<file path="src/rtl/csr_exu.sv">
// csr_exu: multi-cycle Zicsr/SYSTEM execute unit (IDLE -> EXEC -> RESP).
// Optional CSR_ADDR_CHECK_EN flags unsupported CSR addresses as illegal.
module csr_exu (
  input  logic        clk,
  input  logic        rst,
  input  logic        in_valid,
  output logic        in_ready,
  input  logic [2:0]  in_funct3,
  input  logic [1:0]  in_sys,
  input  logic [11:0] in_csr_addr,
  input  logic [4:0]  in_rs1_idx,
  input  logic [31:0] in_rs1_data,
  input  logic [4:0]  in_rd,
  input  logic [31:0] in_pc,
  output logic [11:0] csr_addr,
  input  logic [31:0] csr_rdata,
  output logic [31:0] csr_wdata,
  output logic        csr_wen,
  output logic        csr_ecall,
  output logic [31:0] pc,
  input  logic [31:0] csr_mtvec,
  input  logic [31:0] csr_mepc,
  output logic        out_valid,
  input  logic        out_ready,
  output logic [4:0]  out_rd,
  output logic        out_rd_wen,
  output logic [31:0] out_wdata,
  output logic        out_redirect,
  output logic [31:0] out_redirect_pc,
  output logic        out_illegal
);

  localparam logic [1:0] IDLE = 2'd0;
  localparam logic [1:0] EXEC = 2'd1;
  localparam logic [1:0] RESP = 2'd2;

  logic [1:0]  state;
  logic [2:0]  f3_q;
  logic [1:0]  sys_q;
  logic [11:0] addr_q;
  logic [4:0]  idx_q;
  logic [4:0]  rd_q;
  logic [31:0] data_q;
  logic [31:0] pc_q;

  logic        exec;
  logic        is_csr;
  logic        is_ecall;
  logic        is_mret;
  logic        legal;
  logic        wen_ok;
  logic [31:0] src;
  logic [31:0] nval;

  assign exec     = (state == EXEC);
  assign is_csr   = (f3_q[1:0] != 2'b00);
  assign is_ecall = (f3_q == 3'b000) && (sys_q == 2'b01);
  assign is_mret  = (f3_q == 3'b000) && (sys_q == 2'b10);
  assign src      = f3_q[2] ? {27'b0, idx_q} : data_q;

  always_comb begin
    nval = src;
    unique case (1'b1)
      f3_q[1:0] == 2'b10: nval = csr_rdata | src;
      f3_q[1:0] == 2'b11: nval = csr_rdata & ~src;
      default:            nval = src;
    endcase
  end

`ifdef CSR_ADDR_CHECK_EN
  assign legal = (addr_q == 12'h300) || (addr_q == 12'h305) ||
                 (addr_q == 12'h341) || (addr_q == 12'h342);
`else
  assign legal = 1'b1;
`endif

  // set/clear forms with a zero source field read without writing
  assign wen_ok = is_csr && legal &&
                  ((f3_q[1:0] == 2'b01) || (idx_q != 5'd0));

  assign csr_addr  = exec ? addr_q : 12'd0;
  assign csr_wdata = (exec && is_csr) ? nval : 32'd0;
  assign csr_wen   = exec && wen_ok;
  assign csr_ecall = exec && is_ecall;
  assign pc        = exec ? pc_q : 32'd0;
  assign in_ready  = (state == IDLE) && rst;
  assign out_valid = (state == RESP);

`ifdef CSR_ADDR_CHECK_EN
  always_ff @(posedge clk or negedge rst) begin
    if (!rst)
      out_illegal <= 1'b0;
    else if (exec)
      out_illegal <= is_csr && !legal;
  end
`else
  assign out_illegal = 1'b0;
`endif

  always_ff @(posedge clk or negedge rst) begin
    if (!rst) begin
      state           <= IDLE;
      f3_q            <= 3'd0;
      sys_q           <= 2'd0;
      addr_q          <= 12'd0;
      idx_q           <= 5'd0;
      rd_q            <= 5'd0;
      data_q          <= 32'd0;
      pc_q            <= 32'd0;
      out_rd          <= 5'd0;
      out_rd_wen      <= 1'b0;
      out_wdata       <= 32'd0;
      out_redirect    <= 1'b0;
      out_redirect_pc <= 32'd0;
    end else begin
      unique case (state)
        IDLE: begin
          if (in_valid) begin
            f3_q   <= in_funct3;
            sys_q  <= in_sys;
            addr_q <= in_csr_addr;
            idx_q  <= in_rs1_idx;
            rd_q   <= in_rd;
            data_q <= in_rs1_data;
            pc_q   <= in_pc;
            state  <= EXEC;
          end
        end
        EXEC: begin
          out_rd       <= rd_q;
          out_rd_wen   <= is_csr && (rd_q != 5'd0);
          out_wdata    <= (is_csr && legal) ? csr_rdata : 32'd0;
          out_redirect <= is_ecall || is_mret;
          out_redirect_pc <= is_ecall ? csr_mtvec :
                             is_mret  ? csr_mepc  : 32'd0;
          state        <= RESP;
        end
        RESP: begin
          if (out_ready)
            state <= IDLE;
        end
        default: state <= IDLE;
      endcase
    end
  end

endmodule

</file>
<file path="config.mk">
export PLATFORM = sky130hd
export DESIGN_NAME = csr_exu
export DESIGN_NICKNAME = d
export VERILOG_FILES = /design/src/rtl/csr_exu.sv
export SDC_FILE = /design/constraint.sdc
export NUM_CORES = 1
export LEC_CHECK = 0
export ABC_CLOCK_PERIOD_IN_PS = 1800
export CAP_MARGIN = 20
export CELL_PAD_IN_SITES_DETAIL_PLACEMENT = 0
export CELL_PAD_IN_SITES_GLOBAL_PLACEMENT = 1
export CORE_AREA = 2 2 158 160
export CTS_CLUSTER_DIAMETER = 40
export DETAILED_ROUTE_END_ITERATION = 10
export DIE_AREA = 0 0 160 162
export PLACE_DENSITY_LB_ADDON = 0.1
export SLEW_MARGIN = 25
export SYNTH_ARGS = -nofsm -noshare
export SYNTH_HDL_FRONTEND = slang
export SYNTH_SLANG_ARGS = --single-unit
</file>
<file path="constraint.sdc">
create_clock -name clk -period 1.8 [get_ports clk]
set_input_delay 0.36 -clock clk [delete_from_list [all_inputs] [get_ports clk]]
set_output_delay 0.36 -clock clk [all_outputs]
set_load 0.01 [all_outputs]
</file>
# Yosys cells after proc, flatten, opt, wreduce, memory -nomap -nowiden
# Cells that the tools add are included.
[totals]
wordCells = 53
ff_bits = 164
in_bits = 191
out_inout_bits = 152
[classes]
reduce_logical = 17
n_eq_ne = 9
n_bitwise = 3
muxes = 11
[ops]
columns = ["cell", "n"]
rows = [
  ["$mux W32", 6],
  ["$pmux W32 S2", 1],
  ["$and A32 B32 Y32", 1],
  ["$not A32 Y32", 1],
  ["$or A32 B32 Y32", 1],
  ["$mux W12", 1],
  ["$reduce_bool A5 Y1", 2],
  ["$eq A2 B2 Y1 const B", 4],
  ["$logic_and A1 B1 Y1", 8],
  ["$eq A2 B1 Y1 const B", 3],
  ["$pmux W2 S3", 1],
  ["$mux W2", 2],
  ["$reduce_and A2 Y1", 2],
  ["$logic_not A3 Y1", 1],
  ["$logic_not A2 Y1", 1],
  ["$logic_or A1 B1 Y1", 2],
  ["$ne A2 B1 Y1 const B", 1],
  ["$ne A2 B2 Y1 const B", 1],
  ["$reduce_bool A2 Y1", 1],
]

# Longest topological paths before layout
[depth]
word_depth = 5
depth_mapped = 5
depth_no_buf = 3

# Worst setup path after synthesis
# Ideal clock, no wire load.
[synth_timing]
path_type = "flip-flop to output port"
startpoint = "register f3_q[2]"
endpoint = "output csr_wdata[3]"
path_buffers = 2
required_ns = 1.440
stages_incl_launch_ff = 5
slack_ns = 0.097
arrival_ns = 1.343
cell_sequence = "dfrtp_1 -> buf_2 -> clkbuf_1 -> mux2_2 -> o21ai_0"
[synth_via]
elab_chain_len = 5
elab_cells_between_ends = 6
classes_between = "mux: 3; bitwise: 3"
[synth_rtl]
columns = ["element", "line", "source"]
rows = [
  ["start: declaration", "38", "logic [2:0] f3_q;"],
  ["start signal: assignment", "119", "f3_q <= in_funct3;"],
  ["$mux W32 (*)", "59", "assign src = f3_q[2] ? {27'b0, idx_q} : data_q;"],
  ["$not A32 Y32", "65", "f3_q[1:0] == 2'b11: nval = csr_rdata & ~src;"],
  ["$and A32 B32 Y32", "65", ""],
  ["$pmux W32 S2 (*)", "63", "unique case (1'b1)"],
  ["$mux W32 (*)", "82", "assign csr_wdata = (exec && is_csr) ? nval : 32'd0;"],
  ["end: declaration", "17", "output logic [31:0] csr_wdata,"],
]
# Every way passes the cells marked *; elsewhere a longest branch is shown, timed or not.

# Final worst setup path
[layout_timing]
startpoint = "register state[1]"
endpoint = "output csr_wdata[24]"
[layout_via]
elab_chain_len = 3
[layout_rtl]
columns = ["element", "line", "source"]
rows = [
  ["start: declaration", "37", "logic [1:0] state;"],
  ["start signal: assignment", "102", "state <= IDLE;"],
  ["start signal: assignment", "126", "state <= EXEC;"],
  ["start signal: assignment", "136", "state <= RESP;"],
  ["$eq A2 B1 Y1", "55", "assign exec = (state == EXEC);"],
  ["$logic_and A1 B1 Y1", "82", ""],
  ["$mux W32", "82", ""],
]
# Every way passes these cells.

==> metrics.txt <==
outcome finished, violations left; violated checks setup timing; #FFs+latches synth 164; Final Power 20.3 mW; RSZ-0062 raised after global routing true; Switching Fraction 35.5%; global-route wire length before repair 38,800 µm; antenna violations before repair 2; sw power 7.19 mW; Clock transition at path regs 0.06 ns; Die W 160 µm; combinational fraction of design power 51.8%; DP Area 11,400 µm²; IO Port Bufs 341; Max FO, Critical Path 6; vias in the first global route 6,911; critical path arrival 1.85 ns; post-synthesis sequential area ratio 55.7%; Crit path required time 1.44 ns; share of cells above drive strength 1 29.9%; Final Critical Period 2.21 ns; Mapped Area 7360 µm²; Die Y 162 µm; Final Slew Violations 0; # setup viols final 78; type of origin of the critical path flop; Avg Inst Size Synth 11.8 µm²; GRT overflow 0; vias 6,383; final setup TNS -23.78 ns; Final Util 53.5%; nets@finish 1,195; Power Internal 13.1 mW; final period utilization 123%; cts hold-fix bufs 0; H-tree levels 4; pwr dens 1570 nW/µm²; worst hold path class input pin to async pin; Setup Skew 0.0144 ns; multi-input logic area 3400 µm²; largest net degree at the start of global routing 165; max-cap violations 0; Final ANT Viol Nets 0; Setup WS pre-CTS -0.345 ns; Die ar. 25,900 µm²; Detailed Place HPWL 17,300 µm; Seq. cell area 4110 µm²; fill cell count 2,152; final hold vios 0; Layout area overhead 75.1%; Starting Density 30.5%; Avg WL per Cell 18.7 µm; Reg power frac 31.2%; CTS sink cnt 164; leakage power 5.38 nW; Max Root-Sink Buffers 2; CTS tree built; DR pass1 iterations 5; Post-Route WL 25,200 µm; Row Count 57; CP Class flop to output pin; GPL Wtd Cong 0.792; GRT Util Overall 19.2%; Peak VDD IR 0.701 mV; Peak Freq 0.451 GHz; core area 24,100 µm²; via-per-instance ratio 4.75; worst rel slew slack 37.3%; Worst setup EP type output pin; Cells after DPL 1,278; Tightest Pin Transition 0.940 ns; Clock Latency Late Sink 0.42 ns; # IOs 343; syn nets 816; final setup margin -0.415 ns; Syn Inst Count 625; Clock power frac 16.9%; First DRT Iteration DRCs 258; Warnings, synthesis 0; fin area 12,900 µm²; Yosys cell types 32; Inserted Clock Buffers 17; CTS Root Cell clkbuf_16; Layout Cells excl Fill 1,343; drt drc 0; Hold WS 0.0791 ns
layout make-up:
class	count	share of cell area, %
repair buffers	412	34.3
flip-flops and latches	164	31.8
multi-input cells	407	26.3
clock buffers	20	3.54
well taps	324	3.15
clock inverters	12	0.738
inverters	2	0.0582
diodes	2	0.0388
what timing repair did:
item / CTS / global route
buffers inserted: 19 / 6
gates resized for setup: 419 / 137
setup endpoints to repair: 80 / 111
cloned: 7 / 2
pin swaps: 20 / 43
critical path: stages, from the launching register on:
cell and delay [ns]:
dfrtp_1 0.39, and2b_4 0.27, buf_12 0.11, buf_6 0.09, o21ai_4 0.08, buf_12 0.15, buf_12 0.14, nor2_1 0.08
buf_2 0.14
layout by cell type (no fill, tap or decap), types with 3 or more instances in the layout:
master	netlist	layout
dfrtp_1	164	163
clkdlybuf4s50_1	0	260
a32oi_1	27	22
clkinvlp_4	0	4
buf_12	0	21
nand2_1	51	51
mux2_1	67	67
nand3_1	5	3
clkbuf_16	0	20
a22o_1	32	32
nor2_1	30	4
and2_4	0	42
mux2_2	28	28
buf_6	7	82
o21ai_1	6	12
buf_16	0	3
buf_2	24	12
buf_4	2	28
nand2b_1	29	26
a32oi_2	0	5
nor2_4	0	22
o21ai_0	42	33
buf_8	0	3
inv_6	0	3
a22oi_1	32	32
nor2_2	0	4
routing by layer:
metal / global-route usage (%) / wire length (µm) / vias to the layer above
met2: 34.1 / 12900 / 210
met5: 0 / 0 / -
met3: 6.05 / 1740 / 32
li1: - / - / 2990
met1: 22.0 / 9880 / 3151
met4: 6.88 / 647 / 0
cell families after synthesis:
logic type,count (synthesis),synth area share (%)
AOI/OAI and AO/OA,141,13.7
buffers and inverters,54,4.03
DFF,164,55.7
muxes,95,14.5
other,1,0.0509
and+or+nand+nor,170,11.9
sequential cells by signal, indices dropped and copies added (netlist names), 5 cells and up:
register,cells
data_q,32
out_redirect_pc,32
out_wdata,32
pc_q,32
addr_q,12
idx_q,5
out_rd,5
rd_q,5
power groups by stage:
stage	combinational [mW]	sequential (mW)	clock, mW
floorplan	4.21	6.33	0
global placement	8.53	6.23	0
global route	11.3	6.55	3.73
finish	10.5	6.33	3.43
detailed placement	8.67	6.31	0
CTS	9.71	6.30	3.54
final timing paths:
| path | to | depth (start not counted) | from | slack, ns |
|---|---|---|---|---|
| max | csr_wdata[24] | 8 | state[1]$_DFFE_PN0P_ | -0.41 |
| min | data_q[23]$_DFFE_PN0P_ | 2 | rst | 0.08 |
| max reg2reg | pc_q[20]$_DFFE_PN0P_ | 6 | state[1]$_DFFE_PN0P_ | 0.11 |
| min reg2reg | out_rd[2]$_DFFE_PN0P_ | 2 | out_rd[2]$_DFFE_PN0P_ | 0.47 |
| max in group asynchronous | data_q[3]$_DFFE_PN0P_ | 2 | rst | 1.01 |
| min in group clk | out_rd[2]$_DFFE_PN0P_ | 2 | out_rd[2]$_DFFE_PN0P_ | 0.47 |
synth_stat cells, drive strengths merged:
master / n / share of area, %
dfrtp: 164 / 56
mux2: 95 / 15
nand2: 51 / 2.6
o21ai: 48 / 3.3
and2: 44 / 3.7
buf: 36 / 3.1
a22o: 32 / 3.8
a22oi: 32 / 3.3
nor2: 30 / 1.5
nand2b: 29 / 2.5
a32oi: 27 / 3.2
clkbuf: 16 / 0.87
nand3: 5 / 0.34
and4bb: 2 / 0.34
inv: 2 / 0.10
nor2b: 2 / 0.17
nor3b: 2 / 0.27
a21oi: 1 / 0.12
a31oi: 1 / 0.085
and2b: 1 / 0.10
and3: 1 / 0.085
conb: 1 / 0.051
nor3: 1 / 0.068
nor4: 1 / 0.085
or4: 1 / 0.10
No activity file was read; power rests on OpenSTA's default activity.
